`src/rtl/rr_arbiter_8.sv`:
```
// rr_arbiter_8: registered round-robin arbiter with a hold limit.
// Turns a multi-hot request vector into a registered one-hot grant plus its
// binary index. The owner keeps the grant while it requests. Once it has
// held the grant for MAX_HOLD cycles, it is rotated away if others wait.
module rr_arbiter_8 #(
  parameter int N_REQ    = 8,
  parameter int MAX_HOLD = 4,
  parameter int IDXW     = $clog2(N_REQ)
) (
  input  logic             clk,
  input  logic             rst_n,
  input  logic             en,
  input  logic [N_REQ-1:0] req,
  output logic [N_REQ-1:0] gnt,
  output logic [IDXW-1:0]  gnt_idx,
  output logic             gnt_valid
);

  // Hold counter counts 1..MAX_HOLD and saturates, so it never wraps.
  localparam int HW = $clog2(MAX_HOLD + 1);
  localparam logic [HW-1:0] HOLD_MAX = HW'(MAX_HOLD);
  localparam logic [HW-1:0] HOLD_ONE = HW'(1);

  typedef enum logic {
    IDLE = 1'b0,
    BUSY = 1'b1
  } state_t;

  state_t            state_reg, state_next;
  logic [N_REQ-1:0]  gnt_reg, gnt_next;
  logic [IDXW-1:0]   gnt_idx_reg, gnt_idx_next;
  logic              gnt_valid_reg, gnt_valid_next;
  logic [HW-1:0]     hold_cnt_reg, hold_cnt_next;
  logic [IDXW-1:0]   last_ptr_reg, last_ptr_next;

  // Search bases. IDXW-bit arithmetic gives the modulo-N_REQ wrap for free,
  // because N_REQ is a power of two.
  logic [IDXW-1:0]   idle_base, busy_base;
  logic [N_REQ-1:0]  others;
  logic [N_REQ-1:0]  idle_rot, busy_rot;
  logic [IDXW-1:0]   idle_win, busy_win;
  logic              idle_any, busy_any;
  logic              owner_req;

  assign idle_base = last_ptr_reg + IDXW'(1);
  assign busy_base = gnt_idx_reg + IDXW'(1);
  // In BUSY, "others" means every requester except the current owner.
  assign others    = req & ~gnt_reg;
  assign owner_req = req[gnt_idx_reg];
  assign idle_any  = |req;
  assign busy_any  = |others;

  // Rotate each request vector so that bit 0 is the first candidate in the
  // circular scan. A plain lowest-set-bit search then yields the offset.
  genvar gi;
  generate
    for (gi = 0; gi < N_REQ; gi++) begin : g_rot
      assign idle_rot[gi] = req[idle_base + IDXW'(gi)];
      assign busy_rot[gi] = others[busy_base + IDXW'(gi)];
    end
  endgenerate

  // Index of the lowest set bit (0 when none; callers gate with *_any).
  function automatic logic [IDXW-1:0] first_set(input logic [N_REQ-1:0] v);
    first_set = '0;
    for (int i = N_REQ - 1; i >= 0; i--) begin
      if (v[i]) first_set = IDXW'(i);
    end
  endfunction

  assign idle_win = idle_base + first_set(idle_rot);
  assign busy_win = busy_base + first_set(busy_rot);

  // Next-state and next-grant selection for the IDLE/BUSY arbiter.
  always_comb begin
    state_next     = state_reg;
    gnt_idx_next   = gnt_idx_reg;
    gnt_valid_next = gnt_valid_reg;
    hold_cnt_next  = hold_cnt_reg;
    last_ptr_next  = last_ptr_reg;
    case (state_reg)
      IDLE: begin
        if (en && idle_any) begin
          state_next     = BUSY;
          gnt_idx_next   = idle_win;
          gnt_valid_next = 1'b1;
          hold_cnt_next  = HOLD_ONE;
        end else begin
          gnt_idx_next   = '0;
          gnt_valid_next = 1'b0;
          hold_cnt_next  = '0;
        end
      end
      BUSY: begin
        if (!owner_req) begin
          // Release: hand over without a bubble if allowed, else go idle.
          last_ptr_next = gnt_idx_reg;
          if (en && busy_any) begin
            gnt_idx_next  = busy_win;
            hold_cnt_next = HOLD_ONE;
          end else begin
            state_next     = IDLE;
            gnt_idx_next   = '0;
            gnt_valid_next = 1'b0;
            hold_cnt_next  = '0;
          end
        end else if (hold_cnt_reg == HOLD_MAX) begin
          // Forced rotation only when enabled and someone else is waiting;
          // otherwise the owner keeps the grant and the count stays saturated.
          if (en && busy_any) begin
            last_ptr_next = gnt_idx_reg;
            gnt_idx_next  = busy_win;
            hold_cnt_next = HOLD_ONE;
          end
        end else if (en) begin
          hold_cnt_next = hold_cnt_reg + HOLD_ONE;
        end
      end
      default: begin
        state_next     = IDLE;
        gnt_idx_next   = '0;
        gnt_valid_next = 1'b0;
        hold_cnt_next  = '0;
      end
    endcase
  end

  // One-hot decode of the next grant index, gated by the next valid flag.
  generate
    for (gi = 0; gi < N_REQ; gi++) begin : g_dec
      assign gnt_next[gi] = gnt_valid_next & (gnt_idx_next == IDXW'(gi));
    end
  endgenerate

  // State and output registers. Reset clears the grant immediately and
  // restarts the priority at index 0.
  always_ff @(posedge clk or negedge rst_n) begin
    if (!rst_n) begin
      state_reg     <= IDLE;
      gnt_reg       <= '0;
      gnt_idx_reg   <= '0;
      gnt_valid_reg <= 1'b0;
      hold_cnt_reg  <= '0;
      last_ptr_reg  <= IDXW'(N_REQ - 1);
    end else begin
      state_reg     <= state_next;
      gnt_reg       <= gnt_next;
      gnt_idx_reg   <= gnt_idx_next;
      gnt_valid_reg <= gnt_valid_next;
      hold_cnt_reg  <= hold_cnt_next;
      last_ptr_reg  <= last_ptr_next;
    end
  end

  assign gnt       = gnt_reg;
  assign gnt_idx   = gnt_idx_reg;
  assign gnt_valid = gnt_valid_reg;

endmodule

```
`config.mk`:
```
export PLATFORM = sky130hd
export DESIGN_NAME = rr_arbiter_8
export DESIGN_NICKNAME = d
export VERILOG_FILES = /design/src/rtl/rr_arbiter_8.sv
export SDC_FILE = /design/constraint.sdc
export NUM_CORES = 1
export LEC_CHECK = 0
export ABC_AREA = 1
export ABC_CLOCK_PERIOD_IN_PS = 5800
export CORE_ASPECT_RATIO = 0.6
export CORE_UTILIZATION = 24
export CTS_BUF_LIST = sky130_fd_sc_hd__clkbuf_4 sky130_fd_sc_hd__clkbuf_8
export DETAILED_ROUTE_END_ITERATION = 12
export PLACE_DENSITY = 0.41
export SYNTH_ARGS = -nofsm -noshare
export SYNTH_HDL_FRONTEND = slang
export SYNTH_SLANG_ARGS = --single-unit
```
`constraint.sdc`:
```
create_clock -name clk -period 5.8 [get_ports clk]
set_clock_uncertainty 0.1 [all_clocks]
set_input_delay 1.16 -clock clk [delete_from_list [all_inputs] [get_ports clk]]
set_output_delay 1.16 -clock clk [all_outputs]
set_load 0.02 [all_outputs]
```
==> impl_metrics.tcl <==
set metrics [dict create \
    maxCapViolCount 0 \
    fin_crit_ps 4328 \
    core_sq_mm 0.009256 \
    synth_cells 371 \
    grt_pass1_wl_um 12020 \
    cts_tree "done" \
    seqCellArea_sq_um 479.2 \
    clock_path_buffers 2 \
    post_cts_resized 0 \
    seq_area_frac_synth_pct 20.71 \
    port_buffers 22 \
    r2r_cells 18 \
    hpwl_um 6219 \
    die_area_sq_mm 0.01005 \
    cts_sinks 19 \
    maxSlewViolCount 0 \
    viasPerCell 4.587 \
    clk_latency_ps 260 \
    r2r-end "gnt[1]$_DFF_PN0_" \
    r2r-start "last_ptr_reg[0]$_DFFE_PN1P_" \
    multi_input_area_sq_mm 0.001556 \
    min_path_type "flop to flop" \
    outcome "completed" \
    fin_nets 410 \
    worst_pin_slew_ps 907.8 \
    fin_crit_sh_pct 74.62 \
    slew_headroom_pct 39.29 \
    routed_wl_um 7445 \
    setup.worst_path.end "gnt[1]$_DFF_PN0_" \
    start_util_pct 24.99 \
    hold_violations 0 \
    required_ps 5880 \
    synth_area_sq_mm 0.002313 \
    antenna_found_initial 0 \
    grt_pass1_vias 2095 \
    rows 27 \
    drc 0 \
    yosysWarnings 0 \
    avgSynthCellArea_sq_um 6.236 \
    largest_reg_flops 8 \
    grt_setup_unrepaired "no" \
    cp-end-kind "flop" \
    critPathMaxFanout 28 \
    clkSlewWorstSetupHoldPaths_ps 70 \
    finalSetupViolCount 0 \
    htree_num_levels 1 \
    gp_congestion 0.8335 \
    synth_cell_types 35 \
    pin_count 23 \
    layout_common_cells "nand2_1 (122), nand3_1 (59), inv_1 (38), o21ai_0 (26), clkdlybuf4s50_1 (22)" \
    synthTopCellsByArea "nand2_1 (20%), dfrtp_1 (17%), nand3_1 (13%), inv_1 (6.2%), o21ai_0 (5.6%)" \
    drt-initial-drc-count 235 \
    crit_arrival_ps 4400 \
    overflow 0 \
    fmax_mhz 231.1 \
    grt_usage_pct 15.86 \
    post_route_cells_drive_above_1_share_pct 11.08 \
    die_w_um 128.8 \
    cts-root-buf "clkbuf_8" \
    synth_nets 392 \
    vias 2376 \
    cts-hold-fix-buffers 0 \
    crit_type "flop to flop" \
    antenna_cells 0 \
    cts_setup_buffers 0 \
    syn2layout_area_growth_pct 14.39 \
    numCtsBuffers 3 \
    start_kind "flop" \
    ys_ff_latch 19 \
    worstSetupStartpoint "last_ptr_reg[0]$_DFFE_PN1P_" \
    fill_cells 1042 \
    wire_per_inst_um 14.37 \
    synth_top_area_share_pct 19.79 \
    grt_start_max_net_pins 29 \
    first_pass_iters 5 \
    die_h_um 78.05 \
    antenna_left 0 \
    r2r_slack_ps 1470 \
    fin_tns_setup_ps 0 \
    mostFrequentLayoutCell "nand2_1" \
    yosysTopAreaCell "nand2_1" \
    min_from "last_ptr_reg[1]$_DFFE_PN1P_" \
]
-- metrics by stage --
stage	util, %	setup WS (ps)	std cells	cell area, sq um	hold WS (ps)
5_1_grt	28.59	1042	518	2646	470.5
4_1_cts	28.59	1484	518	2646	440.1
3_5_place_dp	28.06	1307	514	2597	428.0
6_report	28.59	1472	518	2646	438.0
2_1_floorplan	-	2363	371	2313	379.8
3_3_place_gp	28.06	1225	514	2597	408.7
-- worst min path at each step --
stage	endpoint	slack (ps)	cells past startpoint
5_1_grt	last_ptr_reg[2]$_DFFE_PN1P_	470	2
3_3_place_gp	last_ptr_reg[1]$_DFFE_PN1P_	410	2
2_1_floorplan	last_ptr_reg[1]$_DFFE_PN1P_	380	2
4_1_cts	last_ptr_reg[2]$_DFFE_PN1P_	440	2
6_report	last_ptr_reg[1]$_DFFE_PN1P_	440	2
3_5_place_dp	last_ptr_reg[2]$_DFFE_PN1P_	430	2
-- critical path, cell delays in order, from the launching register on --
cell and delay, ps:
dfstp_2 880, inv_1 160, ha_1 510, xnor2_4 390, nand2_1 80, o21ai_0 140, nand2_1 80, nand2_1 110
a31oi_1 80, o21ai_0 160, nand2_1 60, a21boi_0 170, ha_1 190, fa_1 460, nand2_1 120, nand2_1 60
a21oi_1 150, nand3_1 150, a21oi_1 180
-- area by class of cell --
type	count	share of cell area [%]
Inverter	45	6.478
Multi-Input combinational cell	297	58.82
Timing Repair Buffer	23	8.605
Tap cell	130	6.147
Sequential cell	19	18.11
Clock buffer	4	1.844
-- kinds of logic (layout without fill, tap and decap cells) --
family	Yosys count	in the layout	share of synthesized area, %
buffers and inverters	55	72	12.01
XOR/XNOR	7	7	3.461
AND/OR/NAND/NOR	219	219	42.83
flip-flops	19	19	20.71
AO/OA/AOI/OAI	60	60	14.49
adder cells (fa/ha/maj)	10	10	6.058
multiplexers	1	1	0.4327
-- synth_stat cells --
cell type,count
or2_1,1
o21ai_2,3
nor3_1,2
a21boi_0,2
nand4_1,4
o21ai_0,26
dfrtp_1,16
buf_6,9
mux2i_1,1
fa_1,2
ha_1,8
nor2_1,9
o21ai_1,9
inv_1,38
inv_4,1
xnor2_4,1
xor2_1,5
o21a_2,1
a21oi_1,11
nand3_4,1
a21oi_2,1
nand2_4,2
or2_2,3
inv_2,6
buf_2,1
a31oi_1,4
nand3_2,1
o22ai_1,2
nand2_2,8
nand2_1,122
dfstp_2,3
xnor2_1,1
nor2_2,7
nand3_1,59
o311ai_0,1
-- metal layers --
layer	wire length [um]	vias to the layer above	global-route usage, %
li1	-	1250	-
met1	4537	1043	28.72
met2	2396	81	18.43
met3	491	2	1.977
met4	21	0	1.412
met5	0	-	0
Power is not shown: default switching activity piles up to over one toggle a cycle in this logic, so the estimate is an artifact.
